`src/rtl/mult_pkg.sv`:
```
// Shared definitions for the shift-and-add multiplier: FSM state encoding and default width.
package mult_pkg;
    localparam int MULT_WIDTH = 16;

    typedef enum logic [1:0] {
        ST_IDLE = 2'd0,
        ST_RUN  = 2'd1,
        ST_DONE = 2'd2
    } state_t;
endpackage

```
`src/rtl/shift_add_mult_if.sv`:
```
// Operand/result bundle between the bus-mapped peripheral wrapper and the multiplier core.
interface shift_add_mult_if
    import mult_pkg::*;
#(
    parameter int WIDTH = MULT_WIDTH
);
    logic [WIDTH-1:0]   A;
    logic [WIDTH-1:0]   B;
    logic               init;
    logic [2*WIDTH-1:0] pp;
    logic               done;

    modport master (output A, B, init, input pp, done);
    modport slave  (input A, B, init, output pp, done);
endinterface

```
`src/rtl/shift_add_mult.sv`:
```
// Sequential unsigned shift-and-add multiplier: one multiplier bit per clock, fixed latency,
// product register updated only when a result completes.
module shift_add_mult
    import mult_pkg::*;
#(
    parameter int WIDTH = MULT_WIDTH
) (
    input  logic             clk,
    input  logic             rst,
    shift_add_mult_if.slave  bus
);
    localparam int CNT_W = $clog2(WIDTH) + 1;
    localparam int PW    = 2 * WIDTH;

    state_t             state;
    state_t             state_nxt;
    logic [PW-1:0]      acc;
    logic [PW-1:0]      a_sh;
    logic [WIDTH-1:0]   b_sh;
    logic [CNT_W-1:0]   cnt;
    logic [PW-1:0]      pp_r;
    logic               done_r;
    logic               start;
    logic               last;

    assign last     = (cnt == CNT_W'(WIDTH - 1));
    assign bus.pp   = pp_r;
    assign bus.done = done_r;

    always_ff @(posedge clk or posedge rst) begin
        if (rst) begin
            state <= ST_IDLE;
        end else begin
            state <= state_nxt;
        end
    end

    // A restart from DONE is only taken once the result has been published (done high),
    // so the entry edge into DONE always captures the product.
    always_comb begin
        state_nxt = state;
        start     = 1'b0;
        case (state)
            ST_IDLE: begin
                if (bus.init) begin
                    start     = 1'b1;
                    state_nxt = ST_RUN;
                end
            end
            ST_RUN: begin
                if (last) begin
                    state_nxt = ST_DONE;
                end
            end
            ST_DONE: begin
                if (done_r && bus.init) begin
                    start     = 1'b1;
                    state_nxt = ST_RUN;
                end
            end
            default: begin
                state_nxt = ST_IDLE;
            end
        endcase
    end

    always_ff @(posedge clk or posedge rst) begin
        if (rst) begin
            acc    <= '0;
            a_sh   <= '0;
            b_sh   <= '0;
            cnt    <= '0;
            pp_r   <= '0;
            done_r <= 1'b0;
        end else if (start) begin
            a_sh   <= {{WIDTH{1'b0}}, bus.A};
            b_sh   <= bus.B;
            acc    <= '0;
            cnt    <= '0;
            done_r <= 1'b0;
        end else begin
            case (state)
                ST_RUN: begin
                    if (b_sh[0]) begin
                        acc <= acc + a_sh;
                    end
                    a_sh <= a_sh << 1;
                    b_sh <= b_sh >> 1;
                    cnt  <= cnt + 1'b1;
                end
                ST_DONE: begin
                    if (!done_r) begin
                        pp_r   <= acc;
                        done_r <= 1'b1;
                    end
                end
                ST_IDLE: begin
                end
                default: begin
                    done_r <= 1'b0;
                end
            endcase
        end
    end
endmodule

```
`src/flat_wrapper.sv`:
```
// flat-port wrapper written by rule: the top's interface ports become plain ports
module shift_add_mult_flat import mult_pkg::*;
#(
    parameter int WIDTH = MULT_WIDTH
)
  (clk, rst, bus_A, bus_B, bus_init, bus_pp, bus_done);
  shift_add_mult_if #(.WIDTH(WIDTH)) bus_i ();
  input  logic clk;
  input  logic rst;
  input wire logic [$bits(bus_i.A)-1:0] bus_A;
  input wire logic [$bits(bus_i.B)-1:0] bus_B;
  input wire logic [$bits(bus_i.init)-1:0] bus_init;
  output wire logic [$bits(bus_i.pp)-1:0] bus_pp;
  output wire logic [$bits(bus_i.done)-1:0] bus_done;
  assign bus_i.A = bus_A;
  assign bus_i.B = bus_B;
  assign bus_i.init = bus_init;
  assign bus_pp = bus_i.pp;
  assign bus_done = bus_i.done;
  shift_add_mult #(.WIDTH(WIDTH)) u_core (.clk(clk), .rst(rst), .bus(bus_i));
endmodule
```
`config.mk`:
```
export PLATFORM = sky130hd
export DESIGN_NAME = shift_add_mult_flat
export DESIGN_NICKNAME = d
export VERILOG_FILES = /design/src/rtl/mult_pkg.sv /design/src/rtl/shift_add_mult_if.sv /design/src/rtl/shift_add_mult.sv /design/src/flat_wrapper.sv
export SDC_FILE = /design/constraint.sdc
export NUM_CORES = 1
export LEC_CHECK = 0
export CELL_PAD_IN_SITES_DETAIL_PLACEMENT = 0
export CELL_PAD_IN_SITES_GLOBAL_PLACEMENT = 1
export CORE_UTILIZATION = 40
export DETAILED_ROUTE_END_ITERATION = 10
export PLACE_DENSITY = 0.86
export SKIP_CTS_REPAIR_TIMING = 1
export SYNTH_ARGS = -nofsm -noshare
export SYNTH_HDL_FRONTEND = slang
export SYNTH_SLANG_ARGS = --single-unit
```
`constraint.sdc`:
```
create_clock -name clk -period 3.8 [get_ports clk]
set_input_delay 0.38 -clock clk [delete_from_list [all_inputs] [get_ports clk]]
set_output_delay 0.38 -clock clk [all_outputs]
set_load 0.05 [all_outputs]
```
==> results.tsv <==
stage	metric	value	unit
outcome	status	finished clean	
die	core area	15900	µm²
power_and_ir_drop	Sw Ratio	0.424	
timing	max frequency	0.348	GHz
drt	Residual DRC	0	
timing	Rel. slew slack	0.290	
power_and_ir_drop	Clk pwr share	0.231	
synth	Netlist cell types	63	
final_layout	fill count	1490	
drt	vias per cell	5.48	
die	Starting Density	0.412	
timing	setup total negative slack	0	ns
timing	Slew @ Worst Pin	1.07	ns
timing	final hold viol count	0	
clock_network	Worst-path clk slew	0.06	ns
die	# rows	46	
power_and_ir_drop	Logic pwr share	0.491	
die	DIE HEIGHT	130	µm
power_and_ir_drop	internal cell power	4550	µW
die	die width	130	µm
global_routing	first-pass GRT wire length	26500	µm
final_layout	n_diodes	0	
die	Die ar.	16900	µm²
synth	Synth Area in Simple Gates	0.161	
final_layout	post-layout util	0.508	
synth	Post-synth ARST share	1.00	
power_and_ir_drop	NetSw	3350	µW
clock_network	clk buf depth	2	
synth	Synthesized Nets	757	
final_layout	fin nets	811	
worst_setup_path	startpoint types	register	
global_routing	antenna violations before repair	0	
placed_design	Final GP Congestion	0.879	
global_routing	Overflow after GRT	0	
synth	number of synthesized register bits	120	
global_routing	largest net degree at the start of global routing	53	
power_and_ir_drop	sequential share of power	0.277	
clock_network	Inserted Clock Buffers	17	
synth	Post-Synthesis Cells	688	
placed_design	DP Cell Count	939	
drt	drt initial violations	236	
final_layout	fin cells	971	
run	max cap viols	0	
final_layout	most frequent cells in the layout	155 x nand2_1, 120 x dfrtp_1, 67 x clkdlybuf4s50_1, 51 x o21ai_0	
drt	vias	5322	
clock_network	Clock Latency Late Sink	0.42	ns
synth	sequential fraction of the synthesis area	0.457	
placed_design	Placed Area	7430	µm²
placed_design	Buffers on Ports	67	
final_layout	synthesis-to-finish area growth	23.2	%
worst_setup_path	Critical Path AT	3.18	ns
clock_network	clk sinks	120	
timing	Setup Skew	0.0142	ns
worst_setup_path	Worst EP required	4.11	ns
synth	Synth Area per Inst	9.55	µm²
clock_network	CTS tree	built	
drt	total iterations of the first detailed-routing run	5	
synth	number of synthesized flops with an enable pin	0	
synth	Syn Std Cell Area	6570	µm²
worst_setup_path	kind of critical path	register to register	
synth	Ys Warns	0	
drt	final WL	15900	µm
worst_setup_path	Setup crit end kind	register	
timing	unrepaired setup endpoints after global routing	no	
drt	Post-DRT Antenna Nets	0	
clock_network	H-Tree Depth	4	
final_layout	post-route cell area	8090	µm²
synth	post-synthesis compound-gate area fraction	0.187	
clock_network	root buf cell	clkbuf_16	
synth	XOR/XNOR Fraction of Synth Area	0.0333	
die	Top Ports	68	
timing	crit share post-route	0.757	
global_routing	gr usage total	0.205	
drt	Routed WL per cell	16.3	µm
final_layout	share of cells above drive strength 1	0.123	
timing	Period minus WS final	2.88	ns
power_and_ir_drop	Pwr Density	976	nW/µm²
timing	Slew Viols, Final	0	
synth	post-synthesis mux area share	0.0627	
power_and_ir_drop	VDD IR max	403	µV
final_layout	most common cell after layout, fill and taps aside	nand2_1	
placed_design	HPWL Detailed	10900	µm
worst_setup_path	Critical Path Fanout Max	4	
power_and_ir_drop	leak pwr	0.00372	µW
synth	largest family of logic cells by synthesized area	compound AO/OA/AOI/OAI gates	
min_path	Hold/Removal Path Class	input port to async pin	
timing	# setup viols final	0	
global_routing	vias in the first global route	5158	
synth	Synth Area in Adders	0.0659	
synth	dominant synthesized flop cell	dfrtp_1	
-- layout make-up --
class                   instances  area [µm²]  area share
well taps                     216         270      0.0334
clock buffers                  19         443      0.0547
repair buffers                 76         751      0.0928
multi-input cells             516        3360       0.415
inverters                      11        43.8     0.00541
clock inverters                13         225      0.0278
flip-flops and latches        120        3000       0.371
-- final timing paths --
kind	from	to	slack, ns	depth (start not counted)
max	u_core.a_sh[0]	u_core.acc[30]	0.92	9
min	rst	u_core.cnt[2]	0.35	2
max reg2reg	u_core.a_sh[0]	u_core.acc[30]	0.92	9
min reg2reg	u_core.b_sh[2]	u_core.b_sh[2]	0.47	2
max in group asynchronous	rst	u_core.acc[8]	2.57	3
min in group clk	u_core.b_sh[2]	u_core.b_sh[2]	0.47	2
-- synthesized netlist by cell type, drive strengths merged (3+ instances only) --
cell type	number	area (µm²)
a22oi	23	173
o211ai	5	37.5
mux2i	4	40.0
inv	11	41.3
a21o	12	90.1
clkbuf	36	135
xor2	7	61.3
a211oi	4	30.0
a31oi	13	96.3
nor3b	3	22.5
o21ai	54	270
or3	4	30.0
and3	3	23.8
o21a	4	30.0
ha	33	413
nor4	3	18.8
nor3	5	30.0
nand2b	6	37.5
nand3	11	55.1
nor2	25	93.8
xnor2	18	158
and2	4	25.0
o21bai	5	37.5
a21oi	31	166
nand4	12	75.1
nand2	155	582
mux2	33	372
o31ai	5	51.3
dfrtp	120	3000
buf	5	43.8
-- sequential cells by signal (all words and copies together) (netlist names) --
signal           count
u_core.a_sh         32
u_core.acc          32
u_core.bus.pp       32
u_core.b_sh         16
u_core.cnt           5
u_core.state         2
u_core.bus.done      1
-- routing by layer --
metal | up-vias | wire [µm] | track usage
met5 | - | 0 | 0
met4 | 0 | 303 | 0.0793
met3 | 24 | 883 | 0.0488
met2 | 152 | 7350 | 0.322
met1 | 2594 | 7330 | 0.274
li1 | 2552 | - | -
-- cells by family (layout without fill, tap and decap cells) --
family,after synthesis,after routing
simple gates,239,239
compound gates,181,181
flops,120,120
buf+inv,52,119
mux,37,37
fa+ha+maj,34,34
xor+xnor,25,25
-- power groups by stage --
stage          Sequential, µW  Combinational, µW  Clock (µW)
2_1_floorplan            2450               2640           0
3_3_place_gp             2180               3790           0
3_5_place_dp             2200               3850           0
4_1_cts                  2190               3880        1860
5_1_grt                  2270               4280        1930
6_report                 2190               3880        1830
-- worst max-delay path, stage by stage, from the launching register on --
cell and delay (ns):
dfrtp_1 0.40, ha_1 0.25, fa_1 0.41, a21o_1 0.22, a31o_2 0.26, nand2_1 0.10
o221a_2 0.28, o31ai_4 0.11, a221oi_1 0.35, mux2_2 0.37
-- per-stage QoR --
stage | total power [µW] | worst slack, ns | hold WS [ns]
2_1_floorplan | 5090 | 0.234 | 0.443
3_3_place_gp | 5970 | 1.03 | 0.459
3_5_place_dp | 6050 | 0.947 | 0.463
4_1_cts | 7940 | 0.945 | 0.364
5_1_grt | 8470 | 0.791 | 0.403
6_report | 7900 | 0.924 | 0.354
Power figures use the tool's default switching activity.
